===== src/rtl/load_store_unit.sv =====
// Load/store engine between the MEM stage and a word-wide data memory.
// Byte/half/word loads and stores, big-endian lanes, sub-word stores via
// read-modify-write, alignment checking and a Ready/Req handshake.
//
// state  | meaning
// IDLE   | Ready high, waiting for a request
// LOAD   | reading the addressed word, result registered at end of cycle
// STORE  | writing a full word
// RMW_RD | reading the word that a byte/half store will patch
// RMW_WR | writing the patched word back
// FAULT  | request rejected, Error high for this one cycle
module load_store_unit #(
  parameter int ADDRESS_WIDTH = 16,
  parameter int DATA_WIDTH    = 32
) (
  input  logic                     Clk,
  input  logic                     Rst_n,
  input  logic                     Req,
  input  logic [3:0]               Op,
  input  logic [31:0]              Addr,
  input  logic [DATA_WIDTH-1:0]    StoreData,
  output logic                     Ready,
  output logic [DATA_WIDTH-1:0]    LoadData,
  output logic                     LoadValid,
  output logic                     Error,
  output logic [ADDRESS_WIDTH-1:0] MemAddress,
  output logic [DATA_WIDTH-1:0]    MemWriteData,
  output logic                     MemWrite,
  input  logic [DATA_WIDTH-1:0]    MemData
);

  localparam logic [1:0] SZ_BYTE = 2'b00;
  localparam logic [1:0] SZ_HALF = 2'b01;
  localparam logic [1:0] SZ_WORD = 2'b10;
  localparam logic [1:0] SZ_RSVD = 2'b11;

  typedef enum logic [2:0] {
    IDLE   = 3'd0,
    LOAD   = 3'd1,
    STORE  = 3'd2,
    RMW_RD = 3'd3,
    RMW_WR = 3'd4,
    FAULT  = 3'd5
  } state_t;

  state_t                   state, state_nx;
  logic [2:0]               op_q;          // {unsigned, size}
  logic [ADDRESS_WIDTH+1:0] addr_q;        // byte address, upper bits dropped so it wraps
  logic [DATA_WIDTH-1:0]    data_q;        // store data, later the merged RMW word
  logic [DATA_WIDTH-1:0]    load_data_q;
  logic                     load_valid_q;

  logic                     req_fault;
  logic [4:0]               byte_shift;
  logic [4:0]               half_shift;
  logic [7:0]               lane_byte;
  logic [15:0]              lane_half;
  logic [DATA_WIDTH-1:0]    load_ext;
  logic [DATA_WIDTH-1:0]    merged_word;
  logic                     unused_addr_hi;

  // Address bits above the memory size are deliberately ignored.
  assign unused_addr_hi = ^Addr[31:ADDRESS_WIDTH+2];

  // Alignment / size check on the incoming request.
  always_comb begin
    req_fault = 1'b0;
    case (Op[1:0])
      SZ_HALF: req_fault = Addr[0];
      SZ_WORD: req_fault = |Addr[1:0];
      SZ_RSVD: req_fault = 1'b1;
      default: req_fault = 1'b0;
    endcase
  end

  // Big-endian lanes: byte k sits at bits [31-8k -: 8], so shift right by 8*(3-k).
  assign byte_shift = {~addr_q[1:0], 3'b000};
  assign half_shift = {~addr_q[1], 4'b0000};
  assign lane_byte  = 8'(MemData >> byte_shift);
  assign lane_half  = 16'(MemData >> half_shift);

  // Sign/zero extension of the selected lane.
  always_comb begin
    load_ext = MemData;
    case (op_q[1:0])
      SZ_BYTE: load_ext = op_q[2] ? {24'h0, lane_byte} : {{24{lane_byte[7]}}, lane_byte};
      SZ_HALF: load_ext = op_q[2] ? {16'h0, lane_half} : {{16{lane_half[15]}}, lane_half};
      default: load_ext = MemData;
    endcase
  end

  // Patch the new byte/half into the word just read.
  always_comb begin
    merged_word = MemData;
    if (op_q[1:0] == SZ_BYTE) begin
      merged_word = (MemData & ~(32'h0000_00FF << byte_shift)) |
                    ({24'h0, data_q[7:0]} << byte_shift);
    end else if (op_q[1:0] == SZ_HALF) begin
      merged_word = (MemData & ~(32'h0000_FFFF << half_shift)) |
                    ({16'h0, data_q[15:0]} << half_shift);
    end
  end

  // State register.
  always_ff @(posedge Clk or negedge Rst_n) begin
    if (!Rst_n) state <= IDLE;
    else        state <= state_nx;
  end

  // Next state and state-decoded handshake/memory strobes.
  always_comb begin
    state_nx = state;
    Ready    = 1'b0;
    MemWrite = 1'b0;
    Error    = 1'b0;
    case (state)
      IDLE: begin
        Ready = 1'b1;
        if (Req) begin
          if (req_fault)             state_nx = FAULT;
          else if (!Op[3])           state_nx = LOAD;
          else if (Op[1:0] == SZ_WORD) state_nx = STORE;
          else                       state_nx = RMW_RD;
        end
      end
      LOAD:    state_nx = IDLE;
      STORE: begin
        MemWrite = 1'b1;
        state_nx = IDLE;
      end
      RMW_RD:  state_nx = RMW_WR;
      RMW_WR: begin
        MemWrite = 1'b1;
        state_nx = IDLE;
      end
      FAULT: begin
        Error    = 1'b1;
        state_nx = IDLE;
      end
      default: state_nx = IDLE;
    endcase
  end

  // Request capture, RMW merge and load result registers.
  always_ff @(posedge Clk or negedge Rst_n) begin
    if (!Rst_n) begin
      op_q         <= '0;
      addr_q       <= '0;
      data_q       <= '0;
      load_data_q  <= '0;
      load_valid_q <= 1'b0;
    end else begin
      load_valid_q <= 1'b0;
      case (state)
        IDLE: begin
          if (Req) begin
            op_q   <= Op[2:0];
            addr_q <= Addr[ADDRESS_WIDTH+1:0];
            data_q <= StoreData;
          end
        end
        LOAD: begin
          load_data_q  <= load_ext;
          load_valid_q <= 1'b1;
        end
        RMW_RD:  data_q <= merged_word;
        default: ;
      endcase
    end
  end

  assign MemAddress   = addr_q[ADDRESS_WIDTH+1:2];
  assign MemWriteData = data_q;
  assign LoadData     = load_data_q;
  assign LoadValid    = load_valid_q;

endmodule


===== config.mk =====
export PLATFORM = sky130hd
export DESIGN_NAME = load_store_unit
export DESIGN_NICKNAME = d
export VERILOG_FILES = /design/src/rtl/load_store_unit.sv
export SDC_FILE = /design/constraint.sdc
export NUM_CORES = 1
export LEC_CHECK = 0
export BUFFER_PORTS_ARGS = -buffer_cell sky130_fd_sc_hd__buf_2
export CORE_MARGIN = 2
export CORE_UTILIZATION = 35
export CTS_BUF_LIST = sky130_fd_sc_hd__clkbuf_16
export DETAILED_ROUTE_END_ITERATION = 16
export PLACE_DENSITY = 0.66
export SLEW_MARGIN = 30
export SYNTH_ARGS = -nofsm -noshare
export SYNTH_HDL_FRONTEND = slang
export SYNTH_SLANG_ARGS = --single-unit

===== constraint.sdc =====
create_clock -name Clk -period 1.95 [get_ports Clk]
set_input_delay 0.0975 -clock Clk [delete_from_list [all_inputs] [get_ports Clk]]
set_output_delay 0.0975 -clock Clk [all_outputs]
set_load 0.005 [all_outputs]

==> Flow_metrics.wiki <==
{| class="wikitable"
! Metric !! Value
|-
| Run status || finished clean
|-
| Number of DRC markers after the initial detailed-route iteration || 349
|-
| Post-CTS clock slew at the launch and capture registers of the worst setup and hold paths || roughly 0.07 ns
|-
| Synth-to-Final Area Change || 30.8%
|-
| Setup TNS || 0 ns
|-
| Mean post-synth cell area || 9.05 um^2
|-
| Critical Path Slowest Stage Cell || dfrtp_1
|-
| Height of the chip || approximately 120 um
|-
| Total global routing overflow || 0
|-
| Floorplan Core Area || 13800 um^2
|-
| Post-layout min period || 1.80 ns
|-
| Total inserted antenna cells || 0
|-
| Hold WC Path Type || primary input to flip-flop
|-
| All-Layer GR Usage || 23.0%
|-
| Required time at the endpoint of the critical path || around 2.2 ns
|-
| Number of setup violations in the final report || 0
|-
| Final GP Congestion || between 0.9 and 1
|-
| Setup repair bufs after CTS || 0
|-
| Die outline area || 15000 um^2
|-
| Total of max-cap violations || 0
|-
| Flip-flop and latch count after synthesis || 89
|-
| Placement Cell Area || 5880 um^2
|-
| Master cell of the clock root buffer || clkbuf_16
|-
| Layout Nets || between 800 and 900
|-
| Chip Width || approximately 120 um
|-
| Wire length after detailed routing || 16.8 mm
|-
| Worst path top cell family by delay || flip-flops
|-
| Biggest area consumer among synthesized cells || dfrtp_1
|-
| Total power divided by cell area || 1410 nW/um^2
|-
| Num CTS Buffers || 9
|-
| Capturing element type of the critical path || flip-flop
|-
| CTS tree || yes
|-
| WP data arrival || between 2 and 2.5 ns
|-
| Clock sinks || 89
|-
| Std-Cell Rows || 43
|-
| Final Hold Vio Count || 0
|-
| Kind of start point of the critical path || flip-flop
|-
| Layout cell share with drive strength beyond 1 || 33.3%
|-
| Netlist area before placement || 4900 um^2
|-
| Syn. warnings || 0
|-
| Leakage Power || 0.00307 uW
|-
| Cell types with the largest area share after synthesis || dfrtp_1 (45%), nand2_1 (7.0%), nor2_1 (3.8%)
|-
| I/O Pins || 187
|-
| Slowest cell delay on critical path || around 0.48 ns
|-
| HPWL Detailed || 12.7 mm
|-
| Post-route fraction of the period consumed by the critical path || between 90% and 100%
|-
| Critical path class || flip-flop to flip-flop
|-
| Unrepaired setup endpoints after global routing || no
|-
| Wire length of the first global-routing pass || 25.8 mm
|-
| Final Total Pwr || 9060 uW
|-
| Relative slew margins || 62.7%
|-
| Initial standard-cell utilization of the core || 35.6%
|-
| CP Max Fanout || 8
|-
| Post-Syn Instances || 541
|-
| Final instance area || 6410 um^2
|-
| Total number of H-tree levels || 3
|-
| Share of async-settable or async-resettable flops after synthesis || 100%
|-
| DRC violations left || 0
|-
| Number of nets produced by synthesis || 644
|-
| Number of max-slew violations in the final report || 0
|-
| Via count || 4867
|-
| Max clock buf depth || 2
|-
| Clock latency on the worst-skew pair || 0.35 ns
|-
| Total iterations of the first detailed-routing run || 6
|-
| Pin slew with the least headroom to its limit || 0.560 ns
|-
| Vias in the first global route || around 4800
|-
| Worst path cell trace || or3_4 -> inv_2 -> nand2_4 -> a21oi_4 -> mux2_2
|-
| Number of flops mapped to enable cells by yosys || 0
|-
| Filler cell count || 1354
|-
| Clk_skew || between 0.009 and 0.01 ns
|-
| Buffers & Inverters on Critical Path || 1
|-
| Maximum number of pins on one net before global-route repair || 54
|-
| Distinct cells, synth || 52
|-
| Predominant post-synthesis flop cell || dfrtp_1
|-
| Initial antenna violation count || 0
|-
| Fraction of post-synthesis cell area in the top cell type by area || 45.5%
|-
| Worst vdd rail ir drop || 460 uV
|-
| DRT antenna net count || 0
|-
| Routed WL per cell || 18.7 um
|-
| Number of buffers inserted by port buffering || 172
|-
| Core occupancy in the finished layout || 46.5%
|-
| Number of vias per cell || 5.43
|-
| Fraction of the yosys area taken by sequential cells || between 40% and 50%
|-
| Achievable clock frequency || around 0.56 GHz
|}
-- cells in the final DEF, fill, tap and decap left out, types with 2 or more instances in the layout --
cell | Yosys | layout
and3_1 | 2 | 2
o221ai_1 | 8 | 8
inv_1 | 4 | 5
clkbuf_16 | 0 | 9
buf_4 | 18 | 22
nor2b_1 | 16 | 16
o22ai_1 | 9 | 9
o22a_1 | 2 | 2
nand2_1 | 92 | 92
nor2_1 | 49 | 48
a222oi_1 | 7 | 7
o21ai_0 | 23 | 23
nand3_1 | 32 | 32
buf_12 | 0 | 2
buf_2 | 13 | 171
dfrtp_1 | 89 | 88
nor2_2 | 1 | 2
o31a_1 | 10 | 10
buf_6 | 3 | 2
clkinv_1 | 1 | 2
nand2b_1 | 2 | 2
a21oi_1 | 34 | 34
dlygate4sd3_1 | 0 | 21
mux2i_1 | 16 | 16
o21a_1 | 3 | 3
a211oi_1 | 8 | 8
nor4_1 | 8 | 8
a22oi_1 | 15 | 15
a22o_1 | 15 | 15
nor3_1 | 2 | 2
clkinv_2 | 0 | 2
inv_2 | 2 | 2
mux2_2 | 12 | 12
bufinv_16 | 0 | 2
-- final timing paths --
check / start / endpoint / slack, ns / depth (start not counted)
worst max-delay path: state[0] / flip-flop / 0.15 / 5
worst min-delay path: Addr[1] / addr_q[1] / 0.003 / 3
worst max register to register: state[0] / flip-flop / 0.15 / 5
worst min register to register: addr_q[17] / addr_q[17] / 0.47 / 2
max in group asynchronous: Rst_n / LoadData[8] / 1.05 / 3
min in group asynchronous: Rst_n / MemWriteData[17] / 0.25 / 2
-- worst register-to-register path, stage by stage, from the launching register on --
cell	delay [ns]
dfrtp_1	0.48
or3_4	0.42
inv_2	0.09
nand2_4	0.06
a21oi_4	0.26
mux2_2	0.37
-- per-layer routing --
layer  wire length [um]  vias up  global-route usage (%)
met1               7040     2337                    30.2
met4                480        0                    9.99
met5                  0        -                       0
met3               1350       34                    5.25
li1                   -     2266                       -
met2               7930      230                    36.6
-- timing repair --
action | in CTS | in global routing
resized for setup | 0 | 4
setup endpoints to repair | 0 | 23
hold buffers | 21 | 0
hold endpoints to repair | 56 | 0
-- where the power goes --
part | switching, uW | total, uW | internal [uW]
Combinational | 2090 | 3940 | 1850
Sequential | 661 | 3290 | 2630
Clock | 712 | 1820 | 1110
-- stage by stage --
stage	setup WS, ns	instances	hold slack, ns
floorplan	0.224	541	-0.198
global placement	0.158	860	0.0845
detailed placement	0.0628	860	0.0942
CTS	0.0480	897	0.00426
global route	0.0503	897	0.0187
finish	0.149	897	0.00267
-- cell usage after synthesis, types with 2 or more instances --
cell type	count
a222oi_1	7
nor3_1	2
buf_2	13
nor2_1	49
and3_1	2
inv_2	2
a22oi_1	15
mux2_2	12
o21a_1	3
dfrtp_1	89
nand2b_1	2
clkbuf_1	21
a211oi_1	8
o21ai_0	23
buf_4	18
a21oi_1	34
nand3_1	32
mux2i_1	16
a22o_1	15
o22ai_1	9
inv_1	4
nor4_1	8
o22a_1	2
buf_6	3
buf_1	3
o31a_1	10
nand2_1	92
nor2b_1	16
o221ai_1	8
-- logic make-up (layout without fill, tap and decap cells) --
group                  Yosys count  in the layout  synth area share [%]
XOR/XNOR                         1              1                 0.179
multiplexers                    30             30                  6.95
buffers and inverters           65            241                  7.15
AND/OR/NAND/NOR                214            214                  20.1
flip-flops                      89             89                  45.5
AO/OA/AOI/OAI                  142            142                  20.2
-- area by class of cell --
| cell class | instances | area, um^2 | share of cell area, % |
|---|---|---|---|
| sequential | 89 | 2230 | 34.8 |
| tap | 180 | 225 | 3.51 |
| timing repair buffer | 218 | 1290 | 20.2 |
| multi-input combinational | 387 | 2320 | 36.3 |
| clock inverter | 7 | 86.3 | 1.35 |
| inverter | 7 | 26.3 | 0.410 |
| clock buffer | 9 | 225 | 3.51 |
No activity file was read; power rests on OpenSTA's default activity.
